**config.mk**
```make
export PLATFORM = sky130hd
export DESIGN_NAME = l2_flush_engine
export DESIGN_NICKNAME = d
export VERILOG_FILES = /design/src/rtl/l2_types_pkg.sv /design/src/rtl/l2_set_way_counter.sv /design/src/rtl/l2_flush_engine.sv
export SDC_FILE = /design/constraint.sdc
export NUM_CORES = 1
export LEC_CHECK = 0
export ABC_CLOCK_PERIOD_IN_PS = 2000
export CAP_MARGIN = 20
export CORE_AREA = 2 2 336 338
export DETAILED_ROUTE_END_ITERATION = 10
export DIE_AREA = 0 0 338 340
export GPL_TIMING_DRIVEN = 0
export MAX_ROUTING_LAYER = met4
export PLACE_DENSITY = 0.38
export SLEW_MARGIN = 10
export SYNTH_ARGS = -nofsm -noshare
export SYNTH_HDL_FRONTEND = slang
export SYNTH_SLANG_ARGS = --single-unit
```
**constraint.sdc**
```tcl
create_clock -name clk -period 2 [get_ports clk]
set_input_delay 0.3 -clock clk [delete_from_list [all_inputs] [get_ports clk]]
set_output_delay 0.3 -clock clk [all_outputs]
set_load 0.02 [all_outputs]
```
**src/rtl/l2_types_pkg.sv**
```systemverilog
// ============================================================================
// l2_types_pkg : shared flush-engine state encoding and line-address helper
// Revision 1.0
// ============================================================================
`default_nettype none

package l2_types_pkg;

  typedef enum logic [2:0] {
    IDLE  = 3'd0,
    SCAN  = 3'd1,
    WRITE = 3'd2,
    CLEAR = 3'd3,
    DONE  = 3'd4
  } flush_state_t;

  // Line-aligned physical address: {tag, index, zero offset}.
  function automatic logic [31:0] l2_line_addr(
    input logic [31:0] tag,
    input logic [31:0] index,
    input int unsigned s_index,
    input int unsigned s_offset
  );
    return (tag << (s_index + s_offset)) | (index << s_offset);
  endfunction

endpackage

`default_nettype wire

```
**src/rtl/l2_set_way_counter.sv**
```systemverilog
// ============================================================================
// l2_set_way_counter : set/way walk position, way-major within each set
// Revision 1.0
// ============================================================================
`default_nettype none

module l2_set_way_counter #(
  parameter int SET_W    = 3,
  parameter int NUM_WAYS = 2,
  parameter int WAY_W    = (NUM_WAYS > 1) ? $clog2(NUM_WAYS) : 1
) (
  input  logic             clk,
  input  logic             rst_n,
  input  logic             i_advance,
  output logic [SET_W-1:0] o_set,
  output logic [WAY_W-1:0] o_way,
  output logic             o_last
);

  logic [SET_W-1:0] set_q, set_d;
  logic [WAY_W-1:0] way_q, way_d;
  logic             w_last_way;
  logic             w_last_set;

  assign w_last_way = (way_q == WAY_W'(NUM_WAYS - 1));
  assign w_last_set = (set_q == {SET_W{1'b1}});

  // Stepping past the final entry wraps both counters back to zero.
  always_comb begin
    set_d = set_q;
    way_d = way_q;
    if (i_advance) begin
      if (w_last_way) begin
        way_d = '0;
        set_d = set_q + 1'b1;
      end else begin
        way_d = way_q + 1'b1;
      end
    end
  end

  always_ff @(posedge clk or negedge rst_n) begin
    if (!rst_n) begin
      set_q <= '0;
      way_q <= '0;
    end else begin
      set_q <= set_d;
      way_q <= way_d;
    end
  end

  assign o_set  = set_q;
  assign o_way  = way_q;
  assign o_last = w_last_set & w_last_way;

endmodule

`default_nettype wire

```
**src/rtl/l2_flush_engine.sv**
```systemverilog
// ============================================================================
// l2_flush_engine : walks every L2 set/way, writes back valid+dirty lines
// Revision 1.0
// ============================================================================
`default_nettype none

module l2_flush_engine
  import l2_types_pkg::*;
#(
  parameter int S_INDEX  = 3,
  parameter int S_OFFSET = 5,
  parameter int S_TAG    = 32 - S_OFFSET - S_INDEX,
  parameter int WIDTH    = 256,
  parameter int NUM_WAYS = 2
) (
  input  logic                      clk,
  input  logic                      rst_n,
  input  logic                      flush_req,
  output logic                      flush_busy,
  output logic                      flush_done,
  output logic [S_INDEX-1:0]        arr_index,
  output logic                      arr_read,
  input  logic [NUM_WAYS-1:0]       valid_out,
  input  logic [NUM_WAYS-1:0]       dirty_out,
  input  logic [NUM_WAYS*S_TAG-1:0] tag_out,
  input  logic [NUM_WAYS*WIDTH-1:0] data_out,
  output logic [NUM_WAYS-1:0]       dirty_load,
  output logic                      dirty_datain,
  output logic [31:0]               pmem_address,
  output logic [WIDTH-1:0]          pmem_wdata,
  output logic                      pmem_write,
  input  logic                      pmem_resp
);

  localparam int WAY_W = (NUM_WAYS > 1) ? $clog2(NUM_WAYS) : 1;

  generate
    if (S_TAG + S_INDEX + S_OFFSET != 32) begin : g_bad_addr_split
      $error("l2_flush_engine: tag+index+offset bits must equal 32");
    end
    if (WIDTH != 8 * (2 ** S_OFFSET)) begin : g_bad_line_width
      $error("l2_flush_engine: WIDTH must equal 8*2**S_OFFSET");
    end
  endgenerate

  flush_state_t          state_q, state_d;
  logic                  busy_q, busy_d;
  logic                  done_q, done_d;
  logic                  write_q, write_d;
  logic [NUM_WAYS-1:0]   load_q, load_d;
  logic [31:0]           addr_q, addr_d;
  logic [WIDTH-1:0]      wdata_q, wdata_d;

  logic [S_INDEX-1:0]    w_set;
  logic [WAY_W-1:0]      w_way;
  logic                  w_last;
  logic                  w_advance;
  logic                  w_valid;
  logic                  w_dirty;
  logic [S_TAG-1:0]      w_tag;
  logic [WIDTH-1:0]      w_data;
  logic [NUM_WAYS-1:0]   w_way_onehot;

  l2_set_way_counter #(
    .SET_W    (S_INDEX),
    .NUM_WAYS (NUM_WAYS),
    .WAY_W    (WAY_W)
  ) u_counter (
    .clk       (clk),
    .rst_n     (rst_n),
    .i_advance (w_advance),
    .o_set     (w_set),
    .o_way     (w_way),
    .o_last    (w_last)
  );

  // Select the current way's array outputs; arrays already follow arr_index.
  always_comb begin
    w_valid      = 1'b0;
    w_dirty      = 1'b0;
    w_tag        = '0;
    w_data       = '0;
    w_way_onehot = '0;
    for (int w = 0; w < NUM_WAYS; w++) begin
      if (w_way == WAY_W'(w)) begin
        w_valid         = valid_out[w];
        w_dirty         = dirty_out[w];
        w_tag           = tag_out[w*S_TAG +: S_TAG];
        w_data          = data_out[w*WIDTH +: WIDTH];
        w_way_onehot[w] = 1'b1;
      end
    end
  end

  always_comb begin
    state_d   = state_q;
    addr_d    = addr_q;
    wdata_d   = wdata_q;
    w_advance = 1'b0;
    case (state_q)
      IDLE: begin
        if (flush_req) state_d = SCAN;
      end
      SCAN: begin
        if (w_valid && w_dirty) begin
          state_d = WRITE;
          addr_d  = l2_line_addr(32'(w_tag), 32'(w_set), S_INDEX, S_OFFSET);
          wdata_d = w_data;
        end else begin
          w_advance = 1'b1;
          state_d   = w_last ? DONE : SCAN;
        end
      end
      WRITE: begin
        if (pmem_resp) state_d = CLEAR;
      end
      CLEAR: begin
        w_advance = 1'b1;
        state_d   = w_last ? DONE : SCAN;
      end
      DONE:    state_d = IDLE;
      default: state_d = IDLE;
    endcase

    // Outputs are decoded from the next state so they register alongside it.
    busy_d  = (state_d == SCAN) || (state_d == WRITE) || (state_d == CLEAR);
    done_d  = (state_d == DONE);
    write_d = (state_d == WRITE);
    load_d  = (state_d == CLEAR) ? w_way_onehot : '0;
  end

  always_ff @(posedge clk or negedge rst_n) begin
    if (!rst_n) begin
      state_q <= IDLE;
      busy_q  <= 1'b0;
      done_q  <= 1'b0;
      write_q <= 1'b0;
      load_q  <= '0;
      addr_q  <= '0;
      wdata_q <= '0;
    end else begin
      state_q <= state_d;
      busy_q  <= busy_d;
      done_q  <= done_d;
      write_q <= write_d;
      load_q  <= load_d;
      addr_q  <= addr_d;
      wdata_q <= wdata_d;
    end
  end

  assign flush_busy   = busy_q;
  assign flush_done   = done_q;
  assign arr_index    = w_set;
  assign arr_read     = busy_q;
  assign dirty_load   = load_q;
  assign dirty_datain = 1'b0;
  assign pmem_address = addr_q;
  assign pmem_wdata   = wdata_q;
  assign pmem_write   = write_q;

endmodule

`default_nettype wire

```
# Yosys cells after proc, flatten, opt, wreduce, memory -nomap -nowiden
# Index checks and enable logic that the tools add are counted.
# totals
regBits	300
input_bits	568
out_inout_bits	298
# classes
addsub	2
eq_ne	8
n_mux	15
bitwise_logic	2
n_reduce_logical	6
# op_table
cell	count
$mux W256	1
$or A32 B8 Y32	1
$mux W24	1
$eq A3 B2 Y1 const B	4
$mux W3	4
$pmux W3 S4	1
$eq A3 B1 Y1 const B	2
$eq A3 B3 Y1 const B	2
$mux W1	6
$reduce_and A2 Y1	2
$add A3 B1 Y3 const B	1
$logic_not A3 Y1	1
$logic_or A1 B1 Y1	2
$mux W2	1
$pmux W1 S2	1
$add A1 B1 Y1 const B	1
$and A1 B1 Y1	1
$logic_and A1 B1 Y1	1

# Logic depth before layout (Yosys ltp)
# depth
depth_word	8
mapped_depth	6
ltp_nobuf	5

# Modules after synthesis
# Synthesis repeated with hierarchy kept, for this count alone.
# unflattened
cells_unflattened	960
area_unflattened_um2	14357.5
# by_module_without_submodules
module	n_inst	cells_per_inst	area_per_inst_um2	seq_area_each_um2
l2_flush_engine	1	948	14171.1	7282.0
l2_set_way_counter	1	12	186.4	100.1

# Worst setup path before layout
# OpenSTA, ideal clock, no wires.
# synth_timing
path_kind	reg2reg
startpoint	reg state_q[1]
endpoint	reg wdata_q[100], in the netlist pmem_wdata[100]
t_arrival_ns	1.615
required_time_ns	1.873
slack_ns	0.257
stages_incl_launch_ff	6
synth_period_minus_slack_ns	1.743
cell_sequence	dfrtp_1 -> nand4b_1 -> a21boi_2 -> buf_6 -> buf_6 -> mux2_1
# synth_between
elab_chain_cells	2
# synth_rtl
element	line_no	text
start, declared	l2_flush_engine.sv:46	flush_state_t state_q, state_d;
start signal, assigned	l2_flush_engine.sv:142	state_q <= state_d;
$eq A3 B1 Y1	l2_flush_engine.sv:100	case (state_q)
$reduce_and A2 Y1 (no source line)	n/a	
end signal, assigned	l2_flush_engine.sv:148	wdata_q <= wdata_d;
end, declared	l2_flush_engine.sv:52	logic [WIDTH-1:0] wdata_q, wdata_d;
# No other way between the ends.
# A chain may end at the register's enable or synchronous reset.

# Worst setup path after layout
# layout_timing
startpoint	reg u_counter.way_q, in the netlist u_counter.o_way
endpoint	reg wdata_q[169], in the netlist pmem_wdata[169]
# layout_between
elab_chain_cells	3
word_cells_on_any_way	5
# layout_rtl
element	line_no	text
start, declared	l2_set_way_counter.sv:21	logic [WAY_W-1:0] way_q, way_d;
start signal, assigned	l2_set_way_counter.sv:48	way_q <= way_d;
$mux W1	l2_flush_engine.sv:85	if (w_way == WAY_W'(w)) begin
$logic_and A1 B1 Y1	l2_flush_engine.sv:105	if (w_valid && w_dirty) begin
$reduce_and A2 Y1 (no source line)	n/a	
# Parallel ways exist; a longest one is shown, timed or not.

==> metrics.md <==
| Metric | Value |
|---|---|
| Status | `completed` |
| FMAX | `505 MHz` |
| Crit share post-route | `99.0%` |
| Critical Setup Path Class | `flop to flop` |
| # Max-Cap Violations | `0` |
| Worst slew pin tran | `631 ps` |
| Hold Fails Final Rpt | `0` |
| Die width | `338 µm` |
| Int Pwr | `24.8 mW` |
| Chip Height | `340 µm` |
| Power share of the combinational group | `56.2%` |
| Final Critical Period | `1980 ps` |
| WP data arrival | `2420 ps` |
| Via count | `11600` |
| CTS tree | `yes` |
| Setup TNS | `0 ps` |
| Clk sinks | `295` |
| Synth Register Bits | `295` |
| Rows | `123` |
| Synth area leader | `dfrtp_1` |
| Final Instance Count excl. Fillers | `3416` |
| CTS H-tree depth | `2` |
| First-pass GRT wire length | `95.3 mm` |
| Starting Density | `13.0%` |
| PortBufs | `859` |
| Switch share | `37.7%` |
| Root Driver | `clkbuf_16` |
| Total gr overflow | `0` |
| Crit path max fanout | `10` |
| Required time of the critical path | `2440 ps` |
| GRT Total Usage | `12.0%` |
| Setup crit start kind | `flop` |
| Synth unique cells | `31` |
| Syn avg cell area | `15.1 µm²` |
| Commonest non-fill, non-tap cell in the layout | `clkdlybuf4s50_1` |
| Slew headroom | `58.1%` |
| VDD IR max | `715 µV` |
| CTS Buffer Depth | `3` |
| Final setup violation count | `0` |
| Commonest non-fill, non-tap cells in the layout | `clkdlybuf4s50_1 (844), mux2_2 (353), dfrtp_1 (294), mux2_1 (183), clkbuf_16 (44)` |
| Clk slew on worst S/H paths | `60 ps` |
| Post-synth top area share | `50.9%` |
| Area occupied by multi-input gates | `6730 µm²` |
| Hold crit path type | `input pin to asynchronous set/reset pin` |
| CORE AREA | `112000 µm²` |
| Synth warn | `0` |
| CTS Buf Count | `41` |
| Die area | `115000 µm²` |
| Fill count | `11700` |
| Combined flip-flop and latch cell area | `7380 µm²` |
| Worst Skew | `8.69 ps` |
| Vias in the first global route | `13500` |
| Critical Path End Type | `flop` |
| Initial antenna violation count | `12` |
| RSZ-0062 raised after global routing | `true` |
| LEAKAGE | `10.5 nW` |
| Initial DRT Pass Iterations | `4` |
| Worst-Skew Late Latency | `560 ps` |
| Pwr dens | `1480 nW/µm²` |
| Fin nets | `2456` |
| Final slew viol count | `0` |
| Psw | `15.1 mW` |
| I/O pins | `866` |
| Clk pwr share | `17.2%` |
| Mapped Cells | `961` |
| Largest net degree at the start of global routing | `89` |
| Detail Route Antenna Nets | `0` |
| Register share of total power | `26.6%` |
| Layout cell share with drive strength beyond 1 | `27.8%` |
| GP Congestion | `0.818` |
| Post-DP HPWL | `56.7 mm` |
| P&R area growth vs syn | `85.6%` |
| Post-synthesis sequential area ratio | `50.9%` |
| Final WL | `70.0 mm` |
| Number of DRC markers in iteration 0 | `243` |
| Placed Cells | `3329` |
| Largest cells by area after synthesis | `dfrtp_1 (51%), mux2_2 (28%), mux2_1 (16%)` |
| Cell Area, Synth | `14500 µm²` |
| DRC viols | `0` |
| DR vias/cell | `3.41` |
| Wire per inst | `20.5 µm` |
worst paths after layout:
kind / slack, ps / cells past startpoint / end / from
setup / recovery: 20 / 7 / pmem_wdata[169] / u_counter.o_way
hold / removal: 260 / 2 / pmem_wdata[216] / rst_n
setup reg to reg: 20 / 7 / pmem_wdata[169] / u_counter.o_way
hold reg to reg: 480 / 1 / pmem_wdata[240] / pmem_wdata[240]
max in group asynchronous: 420 / 4 / pmem_wdata[78] / rst_n
min in group clk: 440 / 3 / dirty_load[1] / pmem_resp
metal layers:
layer	global-route usage, %	routed length [µm]
met1	11.7	24800
met4	3.20	1380
met5	-	0
met3	3.74	5720
met2	22.5	38100
critical path, cell delays in order (launching register included):
cell and delay [ps]:
dfrtp_1 390, buf_12 150, nand4bb_4 220, a21boi_4 180, buf_12 170, buf_16 180, buf_16 180, mux2_2 340
cell families (layout without fill, tap and decap cells):
group / Yosys count / count (layout) / synth area share, %
adders and majority gates: 2 / 2 / 0.173
muxes: 566 / 566 / 43.9
DFF: 295 / 295 / 50.9
other: 1 / 11 / 0.0259
and+or+nand+nor: 17 / 17 / 0.802
buffers and inverters: 71 / 1016 / 3.66
xor gates and xnor gates: 2 / 2 / 0.121
AOI/OAI and AO/OA: 7 / 7 / 0.388
Yosys cell counts:
cell,n
conb_1,1
a21boi_2,1
nand4b_1,1
nand4bb_4,1
mux2i_1,1
nand2b_1,1
nor2b_1,1
nor3_1,2
o211a_1,1
nand3_1,1
buf_6,29
buf_2,6
dfrtp_1,295
buf_8,1
a21bo_2,1
xor2_1,1
nor2_1,3
nand3b_1,1
xnor2_1,1
nor3b_1,1
clkbuf_2,1
mux2_1,209
buf_4,7
nand4_1,1
nand2_1,2
a21oi_1,3
clkbuf_1,27
ha_1,2
or2_2,2
a41o_1,1
mux2_2,356
state kept, by name (all words and copies together) (netlist names):
| name | flops |
|---|---|
| arr_read | 1 |
| dirty_load | 2 |
| flush_done | 1 |
| pmem_address | 27 |
| pmem_wdata | 256 |
| pmem_write | 1 |
| state_q | 3 |
| u_counter.o_set | 3 |
| u_counter.o_way | 1 |
what timing repair did:
item                                    in CTS  in global routing
setup buffers                                3                  7
endpoints found under the hold margin       56                  0
hold buffers                                 1                  0
endpoints found under the setup margin     297                282
gates resized for setup                     76                 55
pin swaps                                    2                  1
gates cloned                                 1                  3
through the flow:
step | cell area, µm² | power [mW] | utilization (%) | worst slack [ps] | hold WS, ps
after floorplan | 14500 | 21.5 | - | 257 | 4.41
after global placement | 25000 | 32.6 | 22.4 | -13780 | 468
after detailed placement | 25100 | 32.7 | 22.5 | -881 | 282
after CTS | 26600 | 40.3 | 23.8 | -42.5 | 224
after global routing | 26900 | 42.3 | 24.1 | -54.1 | 266
final | 26900 | 39.9 | 24.1 | 19.0 | 262
power by group through the flow:
| stage | clock [mW] | combinational (mW) | sequential, mW |
|---|---|---|---|
| floorplan | 0 | 7.22 | 14.2 |
| global placement | 0 | 21.9 | 10.7 |
| detailed placement | 0 | 22.0 | 10.7 |
| CTS | 7.26 | 22.4 | 10.7 |
| global route | 7.45 | 23.7 | 11.1 |
| finish | 6.85 | 22.4 | 10.6 |
layout make-up:
| cell class | count | share of cell area, % |
|---|---|---|
| Antenna cell | 5 | 0.0465 |
| Clock buffer | 60 | 4.34 |
| Tap cell | 1500 | 6.97 |
| Buffer | 70 | 2.93 |
| Timing Repair Buffer | 878 | 33.1 |
| Sequential cell | 295 | 27.4 |
| Multi-Input combinational cell | 600 | 25.0 |
| Clock inverter | 8 | 0.172 |
No activity file was read; power rests on OpenSTA's default activity.
